### src/rtl/snf_flit_tx.sv
`default_nettype none
// ============================================================================
//  Module   : snf_flit_tx
//  Brief    : Credit-based flit transmitter draining a local flit FIFO onto a
//             link channel. A STOP/ACT/RUN/DEACT link FSM gates data sends;
//             during deactivation every held L-credit is handed back as a
//             zero-payload credit-return flit.
//  Options  : SNF_FLIT_TX_PEND_EN - when defined, txflitpend is a precise
//             one-cycle early warning of txflitv; otherwise it is tied high.
//  Revision : 1.0 - initial release
// ============================================================================
module snf_flit_tx #(
  parameter int FLIT_WIDTH = 64,
  parameter int MAX_CRD    = 4,
  localparam int CRD_W     = $clog2(MAX_CRD + 1)
) (
  input  logic                  clk,
  input  logic                  rst,
  input  logic                  link_en,
  input  logic                  fifo_empty,
  input  logic [FLIT_WIDTH-1:0] fifo_rd_data,
  output logic                  fifo_rd_en,
  output logic                  txflitpend,
  output logic                  txflitv,
  output logic [FLIT_WIDTH-1:0] txflit,
  output logic                  txlcrdrtn,
  input  logic                  txlcrdv,
  output logic                  link_active,
  output logic [CRD_W-1:0]      crd_cnt,
  output logic                  crd_err
);

  // Saturation limit in counter width and in the one-bit-wider sum width.
  localparam logic [CRD_W-1:0] MAX_CRD_C   = CRD_W'(MAX_CRD);
  localparam logic [CRD_W:0]   MAX_CRD_EXT = (CRD_W + 1)'(MAX_CRD);

  typedef enum logic [1:0] {
    ST_STOP  = 2'd0,
    ST_ACT   = 2'd1,
    ST_RUN   = 2'd2,
    ST_DEACT = 2'd3
  } state_t;

  state_t          state;
  state_t          state_nxt;

  logic            have_crd;   // registered count is non-zero
  logic            send;       // pop a data flit and present it next cycle
  logic            rtn;        // present a credit-return flit next cycle
  logic            spend;      // one credit consumed this cycle
  logic            crd_in;     // one credit accepted this cycle
  logic [CRD_W:0]  crd_sum;    // next count before saturation
  logic            crd_ovf;    // next count would exceed MAX_CRD

  // Only the registered count may be spent: a credit arriving this cycle is
  // not usable until the next one, which keeps the pop path free of txlcrdv.
  assign have_crd    = (crd_cnt != '0);
  assign send        = (state == ST_RUN) && !fifo_empty && have_crd;
  assign rtn         = (state == ST_DEACT) && have_crd;
  assign spend       = send || rtn;
  assign crd_in      = txlcrdv && (state != ST_STOP);
  assign fifo_rd_en  = send;
  assign link_active = (state == ST_RUN);

`ifdef SNF_FLIT_TX_PEND_EN
  // Exactly the condition that will load txflitv on the next edge.
  assign txflitpend = spend;
`else
  // Always-pending is protocol-legal; the receiver simply keeps listening.
  assign txflitpend = 1'b1;
`endif

  // Link FSM state register.
  always_ff @(posedge clk or posedge rst) begin
    if (rst) begin
      state <= ST_STOP;
    end else begin
      state <= state_nxt;
    end
  end

  // Link FSM next-state; DEACT only exits once every credit has been handed
  // back and no new credit is arriving, so no credit is ever stranded.
  always_comb begin
    state_nxt = state;
    case (state)
      ST_STOP:  if (link_en) state_nxt = ST_ACT;
      ST_ACT:   state_nxt = link_en ? ST_RUN : ST_DEACT;
      ST_RUN:   if (!link_en) state_nxt = ST_DEACT;
      ST_DEACT: if (!have_crd && !txlcrdv) state_nxt = ST_STOP;
      default:  state_nxt = ST_STOP;
    endcase
  end

  // Credit arithmetic in one extra bit so overflow is visible, not wrapped.
  // Spending never underflows because both send and rtn require a credit.
  always_comb begin
    crd_sum = {1'b0, crd_cnt}
            + {{CRD_W{1'b0}}, crd_in}
            - {{CRD_W{1'b0}}, spend};
    crd_ovf = (crd_sum > MAX_CRD_EXT);
  end

  // Credit counter with saturation and a sticky overflow flag.
  always_ff @(posedge clk or posedge rst) begin
    if (rst) begin
      crd_cnt <= '0;
      crd_err <= 1'b0;
    end else if (crd_ovf) begin
      crd_cnt <= MAX_CRD_C;
      crd_err <= 1'b1;
    end else begin
      crd_cnt <= crd_sum[CRD_W-1:0];
    end
  end

  // Registered flit channel; payload holds its last value when idle.
  always_ff @(posedge clk or posedge rst) begin
    if (rst) begin
      txflitv   <= 1'b0;
      txflit    <= '0;
      txlcrdrtn <= 1'b0;
    end else if (send) begin
      txflitv   <= 1'b1;
      txflit    <= fifo_rd_data;
      txlcrdrtn <= 1'b0;
    end else if (rtn) begin
      txflitv   <= 1'b1;
      txflit    <= '0;
      txlcrdrtn <= 1'b1;
    end else begin
      txflitv   <= 1'b0;
      txlcrdrtn <= 1'b0;
    end
  end

endmodule
`default_nettype wire

### config.mk
export PLATFORM = sky130hd
export DESIGN_NAME = snf_flit_tx
export DESIGN_NICKNAME = d
export VERILOG_FILES = /design/src/rtl/snf_flit_tx.sv
export SDC_FILE = /design/constraint.sdc
export NUM_CORES = 1
export LEC_CHECK = 0
export CORE_UTILIZATION = 43
export DETAILED_ROUTE_END_ITERATION = 6
export PLACE_DENSITY = 0.95
export SYNTH_ARGS = -nofsm -noshare
export SYNTH_HDL_FRONTEND = slang
export SYNTH_SLANG_ARGS = --single-unit
### constraint.sdc
create_clock -name clk -period 6.6 [get_ports clk]
set_input_delay 1.32 -clock clk [delete_from_list [all_inputs] [get_ports clk]]
set_output_delay 1.32 -clock clk [all_outputs]
set_load 0.005 [all_outputs]
==> results.yml, run 1 <==
logic_synthesis:
  ys_warn_count: 0
  syn-instance-count: 196
  yosys_most_used_dff: "dfrtp_1"
  synth_edf_count: 0
  async_reset_ff_frac: 1.00
  syn_area_per_cell_sq_um: 14.6
  ys_ff_latch: 72
  ys_types: 29
  syn-num-nets: 274
  synth_seq_area_share: 0.631
  syn_area_sq_um: 2860
floorplanning:
  start_util: 0.447
  die_w_um: 83.5
  fp-row-count: 29
  die_y_um: 83.5
  ios: 142
  dieArea_sq_um: 6970
  core-area_sq_um: 6390
worst_setup_path:
  reg2reg_to: "crd_err$_DFFE_PP0N_"
  r2r_start: "state[0]$_DFFE_PP0P_"
  reg2regPathDepth: 13
  required_ps: 5280
  crit_type: "input port to output pin"
  cp_top_family: "buffers and inverters"
  endpoint_kind: "output pin"
  crit_top_cell: "clkdlybuf4s50_1"
  crit_path_start: "fifo_empty"
  start_kind: "input port"
  worst-endpoint-arrival_ps: 3340
  crit_fanout: 65
  critical_path_buf_inv_count: 3
  path_cells: "clkdlybuf4s50_1, and2b_1, o31a_2, buf_4, clkdlybuf4s50_1"
  critPathMaxStageDelay_ps: 620
  cp_slowest_cell: "clkdlybuf4s50_1"
  rrSetupSlack_ps: 3060
global_routing:
  grt_pass1_vias: 2280
  grt_usage: 0.214
  grt_pass1_wl_um: 11600
  gr-total-overflow: 0
  antenna_found_initial: 0
  grt_max_degree: 73
clock_tree:
  tritoncts: "yes"
  cts_repair_resize_count: 0
  cts-root-buf: "clkbuf_8"
  postCtsSetupRepairBufs: 0
  hold_buffers: 0
  cts.sinks: 72
  insertion_delay_ps: 340
  clk_path_buf_depth: 2
  cts_buffers: 9
  path_clk_slew_ps: 70
  ctsHtreeMaxLevel: 3
hold_path:
  min_from: "crd_err$_DFFE_PP0N_"
  worstHoldPathCells: 1
  hold_path_end: "crd_err$_DFFE_PP0N_"
  hold_class: "flip-flop to flip-flop"
power:
  power_density_nw_per_um2: 467
  p_leak_nw: 2.01
  vdd_ir_drop_max_uv: 336
placed_design:
  dp_hpwl_um: 4970
  port_buffers: 140
  gp_congestion: 0.772
sta:
  slew_headroom: 0.421
  hold_viol_final: 0
  fmax_mhz: 215
  setup_violations: 0
  maxSlewViolCount: 0
  tns_ps: 0
  hold_ws_ps: 498
  finalCritPeriodShare: 0.705
  tightest_slew_ps: 868
  grt_setup_unrepaired: "false"
  skew_ps: 11.6
  fin_crit_ps: 4660
detailed_routing:
  drc: 0
  first_iter_violations: 108
  wire_per_inst_um: 17.1
  vias: 2223
  totalWireLength_um: 7150
  ant_nets: 0
  drtPass1Iterations: 4
  vias_per_cell: 5.33
final_layout:
  fill_cells: 449
  diodes: 0
  nNetsFinal: 413
  final_layout_size_suffix_gt1_frac: 0.0735
  area_growth_pct: 56.4
  final_core_util: 0.699
flow_run:
  maxCapViolCount: 0
status:
  outcome: "completed"
-- logic make-up (layout without fill, tap and decap cells) --
family          count (synthesis)  count (layout)  share of synthesized area
flops                          72              72                      0.631
simple gates                   15              15                     0.0276
other cells                     1               1                    0.00131
buf+inv                        24             168                     0.0653
fa+ha+maj                       9               9                     0.0421
compound gates                 72              72                      0.222
xor+xnor                        1               1                    0.00307
mux                             2               2                    0.00745
-- flip-flops by register name, summed over array words and instances, names as in the netlist --
| register | flops |
|---|---|
| txflit | 64 |
| crd_cnt | 3 |
| crd_err | 1 |
| state | 2 |
| txlcrdrtn | 1 |
| txflitv | 1 |
-- metal layers --
| layer | track usage | up-vias | share of wire |
|---|---|---|---|
| met2 | 0.370 | 83 | 0.52 |
| met1 | 0.261 | 1117 | 0.41 |
| met3 | 0.0465 | 13 | 0.049 |
| li1 | - | 1010 | - |
| met5 | 0 | - | 0 |
| met4 | 0.0894 | 0 | 0.019 |
-- synthesized netlist by cell type (all sizes together) (2+ instances only) --
| library cell | instances | area, sq um |
|---|---|---|
| nand3 | 2 | 10.0 |
| inv | 9 | 33.8 |
| dfrtp | 72 | 1800 |
| nor2 | 3 | 11.3 |
| a21oi | 2 | 10.0 |
| nor3 | 2 | 10.0 |
| buf | 15 | 153 |
| nand2 | 3 | 11.3 |
| ha | 8 | 100 |
| a22o | 64 | 561 |
-- placed cells by master (no fill, tap or decap), types with 2 or more instances in the layout --
master,count
nor2_1,3
nand2_1,3
ha_1,8
dfrtp_1,72
clkbuf_8,10
inv_1,6
clkinvlp_4,2
buf_4,3
bufinv_16,2
inv_2,3
nand3_1,2
a22o_1,64
clkdlybuf4s50_1,140
clkinv_4,2
nor3_1,2
a21oi_1,2
-- how the worst max path moves through the flow --
| stage | cells after the start | slack, ps | endpoint |
|---|---|---|---|
| floorplan | 12 | 2930 | crd_err$_DFFE_PP0N_ |
| global placement | 5 | 2020 | fifo_rd_en |
| detailed placement | 5 | 1950 | fifo_rd_en |
| CTS | 5 | 1950 | fifo_rd_en |
| global route | 5 | 1840 | fifo_rd_en |
| finish | 5 | 1940 | fifo_rd_en |
-- cell type report --
cell class                      count  area, sq um  share of cell area
Tap cell                           77         96.3              0.0216
Inverter                            9         33.8             0.00757
Multi-Input combinational cell    100          880               0.197
Timing Repair Buffer              143         1420               0.319
Sequential cell                    72         1800               0.403
Clock buffer                       10          138              0.0308
Clock inverter                      6         92.6              0.0207
-- per-stage QoR --
step | total power, mW | area [sq um] | worst slack (ps) | instances
finish | 2.09 | 4470 | 1940 | 417
global route | 2.21 | 4470 | 1840 | 417
CTS | 2.11 | 4470 | 1950 | 417
detailed placement | 1.71 | 4240 | 1950 | 401
global placement | 1.66 | 4240 | 2020 | 401
floorplan | 1.23 | 2860 | 2930 | 196
-- report_power, final --
group	total [mW]	leakage [nW]	switching, mW	internal (mW)
combinational	0.938	0.946	0.362	0.576
clock	0.390	0.109	0.165	0.224
sequential	0.758	0.953	0.120	0.638
No activity file was read; power rests on OpenSTA's default activity.
==> inputs of run 2 (changes only) <==
CORE_UTILIZATION = 36   (was 43)
PLACE_DENSITY = 0.86   (was 0.95)
clock period = 4 ns   (was 6.6 ns; I/O delays follow)
==> run 2 against run 1 <==
First-iteration DRC count is 10% lower. Count of clock-buffer cells in the layout did not move. Routed wire length fell by 2.9%. Worst setup slack worse by 1100 ps. Worst hold slack lost 10 ps. Clock power increased by 22%. Via count is 1.6% lower. Combinational power increased by 65%. Flip-flop and latch count stayed put. Sequential share of layout area increased by 0.25 points. Critical path depth rose by 6. Largest power group unchanged.
==> results.yml, run 2 (synthesized netlist as in run 1, its figures left out) <==
status:
  outcome: "completed"
sta:
  finalCritPeriodShare: 0.777
  slew_headroom: 0.547
  setup_violations: 0
  grt_setup_unrepaired: "false"
  fin_crit_ps: 3110
  fmax_mhz: 322
  hold_viol_final: 0
  hold_ws_ps: 488
  maxSlewViolCount: 0
  tns_ps: 0
  skew_ps: 11.2
  tightest_slew_ps: 680
power:
  switching_share: 0.320
  power_density_nw_per_um2: 737
  vdd_ir_drop_max_uv: 649
  power_frac_clock: 0.145
  share_comb_of_total_power: 0.474
  power.internal_mw: 2.22
  p_leak_nw: 1.99
  power_switching_mw: 1.05
  seqPwrFrac: 0.381
hold_path:
  min_from: "crd_err$_DFFE_PP0N_"
  worstHoldPathCells: 1
  hold_class: "flip-flop to flip-flop"
  hold_path_end: "crd_err$_DFFE_PP0N_"
placed_design:
  dp_hpwl_um: 4860
  placed_cells: 427
  gp_congestion: 0.709
  port_buffers: 140
  postPlaceCellArea_sq_um: 4270
final_layout:
  final_cell_mix: "clkdlybuf4s50_1, dfrtp_1, a22o_1, clkbuf_8, ha_1"
  reg_top3: "txflit (64), crd_cnt (3), state (2)"
  fill_cells: 634
  postLayoutCellArea_sq_um: 4440
  largest-register: "txflit"
  final_common_cell: "clkdlybuf4s50_1"
  largest_reg_flops: 64
  diodes: 0
  final_layout_size_suffix_gt1_frac: 0.0733
  nNetsFinal: 414
  instances_no_fill: 443
  area_growth_pct: 55.4
clock_tree:
  ctsHtreeMaxLevel: 3
  cts-root-buf: "clkbuf_8"
  insertion_delay_ps: 330
  cts_buffers: 9
  cts.sinks: 72
  clk_path_buf_depth: 2
  hold_buffers: 0
  cts_repair_resize_count: 0
  postCtsSetupRepairBufs: 0
  tritoncts: "yes"
  path_clk_slew_ps: 60
global_routing:
  grt_max_degree: 65
  gr-total-overflow: 0
  grt_pass1_wl_um: 11200
  grt_usage: 0.172
  grt_pass1_vias: 2211
  antenna_found_initial: 0
worst_setup_path:
  reg2regPathDepth: 12
  endpoint_kind: "flip-flop"
  reg2reg_to: "crd_err$_DFFE_PP0N_"
  cp_slowest_cell: "clkdlybuf4s50_1"
  r2r_start: "state[0]$_DFFE_PP0P_"
  rrSetupSlack_ps: 1090
  crit_top_cell: "ha_1"
  start_kind: "input port"
  crit_type: "input port to flip-flop"
  critPathMaxStageDelay_ps: 440
  path_cells: "clkdlybuf4s50_1, and2b_1, o32ai_4, inv_2, ha_1, inv_1, ha_1, fa_1, xnor2_1, nor2_1, or4_1"
  required_ps: 4200
  worst-endpoint-arrival_ps: 3300
  crit_fanout: 4
  critical_path_buf_inv_count: 3
  cp_top_family: "adder cells"
detailed_routing:
  wire_per_inst_um: 15.7
  vias: 2187
  drc: 0
  vias_per_cell: 4.94
  totalWireLength_um: 6940
  ant_nets: 0
  first_iter_violations: 97
  drtPass1Iterations: 5
floorplanning:
  ios: 142
  core-area_sq_um: 7690
  fp-row-count: 32
  die_w_um: 91.1
  dieArea_sq_um: 8290
  die_y_um: 91.1
  start_util: 0.371
flow_run:
  maxCapViolCount: 0
[run 2: cell count changes in the layout (fill, tap and decap cells not counted)]
cell | before | now
bufinv_16 | 2 | 0
clkbuf_8 | 10 | 9
clkinv_2 | 0 | 4
buf_4 | 3 | 4
clkbuf_1 | 0 | 1
clkinv_4 | 2 | 1
clkinvlp_4 | 2 | 1
[run 2: worst max-delay path by stage]
| stage | from | end | cells past startpoint |
|---|---|---|---|
| CTS | fifo_empty | crd_err$_DFFE_PP0N_ | 11 |
| finish | fifo_empty | crd_err$_DFFE_PP0N_ | 11 |
| floorplan | fifo_empty | crd_err$_DFFE_PP0N_ | 12 |
| global route | fifo_empty | crd_err$_DFFE_PP0N_ | 11 |
| global placement | fifo_empty | crd_err$_DFFE_PP0N_ | 11 |
| detailed placement | fifo_empty | crd_err$_DFFE_PP0N_ | 11 |
[run 2: routing by layer]
| layer | part of all wire | global-route usage | up-vias |
|---|---|---|---|
| met1 | 0.44 | 0.225 | 1068 |
| met4 | 0.0043 | 0.0397 | 0 |
| met3 | 0.071 | 0.0553 | 4 |
| met2 | 0.49 | 0.278 | 97 |
| li1 | - | - | 1018 |
| met5 | 0 | 0 | - |
[run 2: final cells by class]
class / count / area (sq um) / share of cell area
clock inverters: 6 / 36.3 / 0.00818
flip-flops and latches: 72 / 1800 / 0.406
repair buffers: 144 / 1430 / 0.323
multi-input cells: 100 / 880 / 0.198
inverters: 9 / 33.8 / 0.00761
well taps: 102 / 128 / 0.0288
clock buffers: 10 / 128 / 0.0288
[run 2: through the flow]
step	power (mW)	worst slack [ps]	utilization
detailed placement	2.82	536	0.556
finish	3.27	891	0.577
global placement	2.76	617	0.556
CTS	3.32	915	0.577
global route	3.50	743	0.577
floorplan	2.03	846	-
[run 2: power by group through the flow]
stage | clock [mW] | combinational, mW | sequential, mW
final | 0.474 | 1.55 | 1.25
after global routing | 0.534 | 1.68 | 1.29
after CTS | 0.497 | 1.57 | 1.25
after detailed placement | 0 | 1.56 | 1.26
after global placement | 0 | 1.52 | 1.24
after floorplan | 0 | 0.763 | 1.26
==> inputs of run 3 (changes only) <==
CORE_UTILIZATION = 40   (was 36)
PLACE_DENSITY = 0.9   (was 0.86)
clock period = 3 ns   (was 4 ns; I/O delays follow)
==> run 3 against run 2 <==
Power rose by 44%. Highest routed layer unchanged. Die area is 9.8% lower. Largest power group unchanged. Worst hold slack gained 6.8 ps. Critical path depth increased by 1. Clock power rose by 96%. Flip-flop and latch count unchanged. Worst setup slack got worse by 760 ps. Largest cell class unchanged. Global-route usage rose by 3.3 points.
==> results.yml, run 3 (synthesized netlist as in run 1, its figures left out) <==
status:
  outcome: "completed"
placed_design:
  port_buffers: 140
  dp_hpwl_um: 5110
  gp_congestion: 0.757
  placed_cells: 421
detailed_routing:
  first_iter_violations: 87
  vias_per_cell: 5.10
  wire_per_inst_um: 16.7
  totalWireLength_um: 7340
  ant_nets: 0
  drc: 0
  drtPass1Iterations: 6
  vias: 2237
worst_setup_path:
  endpoint_kind: "flip-flop"
  required_ps: 3210
  crit_fanout: 4
  crit_type: "flip-flop to flip-flop"
  start_kind: "flip-flop"
  worst-endpoint-arrival_ps: 3080
final_layout:
  final_cell_mix: "clkdlybuf4s50_1, dfrtp_1, a22o_1, clkbuf_8, ha_1"
  largest_reg_flops: 64
  final_core_util: 0.666
  final_layout_size_suffix_gt1_frac: 0.0816
  reg_top3: "txflit (64), crd_cnt (3), state (2)"
  instances_no_fill: 439
  diodes: 0
  seq_area_sq_um: 1800
  fill_cells: 537
  nNetsFinal: 416
  multi_input_area_sq_um: 887
  final_common_cell: "clkdlybuf4s50_1"
  largest-register: "txflit"
  area_growth_pct: 59.2
clock_tree:
  ctsHtreeMaxLevel: 3
  path_clk_slew_ps: 70
  clk_path_buf_depth: 2
  cts_buffers: 9
  cts_repair_resize_count: 0
  cts-root-buf: "clkbuf_8"
  cts.sinks: 72
  tritoncts: "yes"
  insertion_delay_ps: 340
global_routing:
  antenna_found_initial: 0
  grt_usage: 0.205
  grt_max_degree: 65
  grt_pass1_wl_um: 11500
  grt_pass1_vias: 2249
  gr-total-overflow: 0
sta:
  tightest_slew_ps: 785
  fmax_mhz: 349
  grt_setup_unrepaired: "false"
  hold_viol_final: 0
  skew_ps: 9.84
  finalCritPeriodShare: 0.955
  slew_headroom: 0.476
  setup_violations: 0
  fin_crit_ps: 2870
  hold_ws_ps: 495
  maxSlewViolCount: 0
floorplanning:
  dieArea_sq_um: 7480
  fp-row-count: 30
  die_y_um: 86.5
  core-area_sq_um: 6830
  die_w_um: 86.5
  start_util: 0.418
  ios: 142
power:
  power_density_nw_per_um2: 1040
  p_total_mw: 4.73
  p_leak_nw: 2.05
  vdd_ir_drop_max_uv: 957
hold_path:
  hold_class: "flip-flop to flip-flop"
flow_run:
  maxCapViolCount: 0
run 3: cell types whose count changed in the layout (fill, tap and decap cells not counted), sizes merged:
cell	change
buf	+2
bufinv	+3
clkbuf	+1
clkinv	-3
clkinvlp	-1
run 3: layout make-up:
type                       count  area share
multi-input combinational    100       0.195
tap                           96      0.0264
clock buffer                  11      0.0311
clock inverter                 5      0.0228
timing repair buffer         146       0.321
sequential                    72       0.396
inverter                       9     0.00743
run 3: worst max-delay path: stages (launching register included):
cell	delay (ps)
dfrtp_1	380
inv_1	110
ha_1	240
and2b_1	200
o32ai_4	140
inv_2	60
ha_1	280
inv_1	40
ha_1	200
fa_1	420
xnor2_2	210
nor2_1	80
or4_1	390
run 3: per-stage QoR:
stage               area (sq um)  setup TNS, ps  setup slack (ps)
finish                      4550              0               134
global route                4550              0              1.68
CTS                         4530              0              97.4
detailed placement          4290           -375              -247
global placement            4290           -180              -140
floorplan                   2860              0              9.73
run 3: final timing paths:
| check | to | slack (ps) | cells past startpoint | start |
|---|---|---|---|---|
| min | crd_err$_DFFE_PP0N_ | 500 | 1 | crd_err$_DFFE_PP0N_ |
| min reg2reg | crd_err$_DFFE_PP0N_ | 500 | 1 | crd_err$_DFFE_PP0N_ |
| max reg2reg | crd_err$_DFFE_PP0N_ | 130 | 12 | state[0]$_DFFE_PP0P_ |
| max | crd_err$_DFFE_PP0N_ | 130 | 12 | state[0]$_DFFE_PP0P_ |
| max in group asynchronous | txflit[45]$_DFFE_PP0P_ | 1600 | 3 | rst |
| min in group asynchronous | txflit[41]$_DFFE_PP0P_ | 720 | 2 | rst |
run 3: what timing repair did:
item                                    4_1_cts  5_1_grt
endpoints found under the setup margin        0        1
setup buffers                                 0        2
hold buffers                                  0        0
run 3: metal layers:
metal	vias to the layer above	share of wire	GRT usage
met3	12	0.061	0.0676
met1	1120	0.40	0.246
met4	0	0.014	0.0742
met5	-	0	0
met2	87	0.52	0.343
li1	1018	-	-
run 3: where the power goes:
group | total, mW | switching (mW) | internal, mW
combinational | 2.13 | 0.825 | 1.31
sequential | 1.66 | 0.261 | 1.40
clock | 0.929 | 0.353 | 0.576
total | 4.73 | 1.44 | 3.29
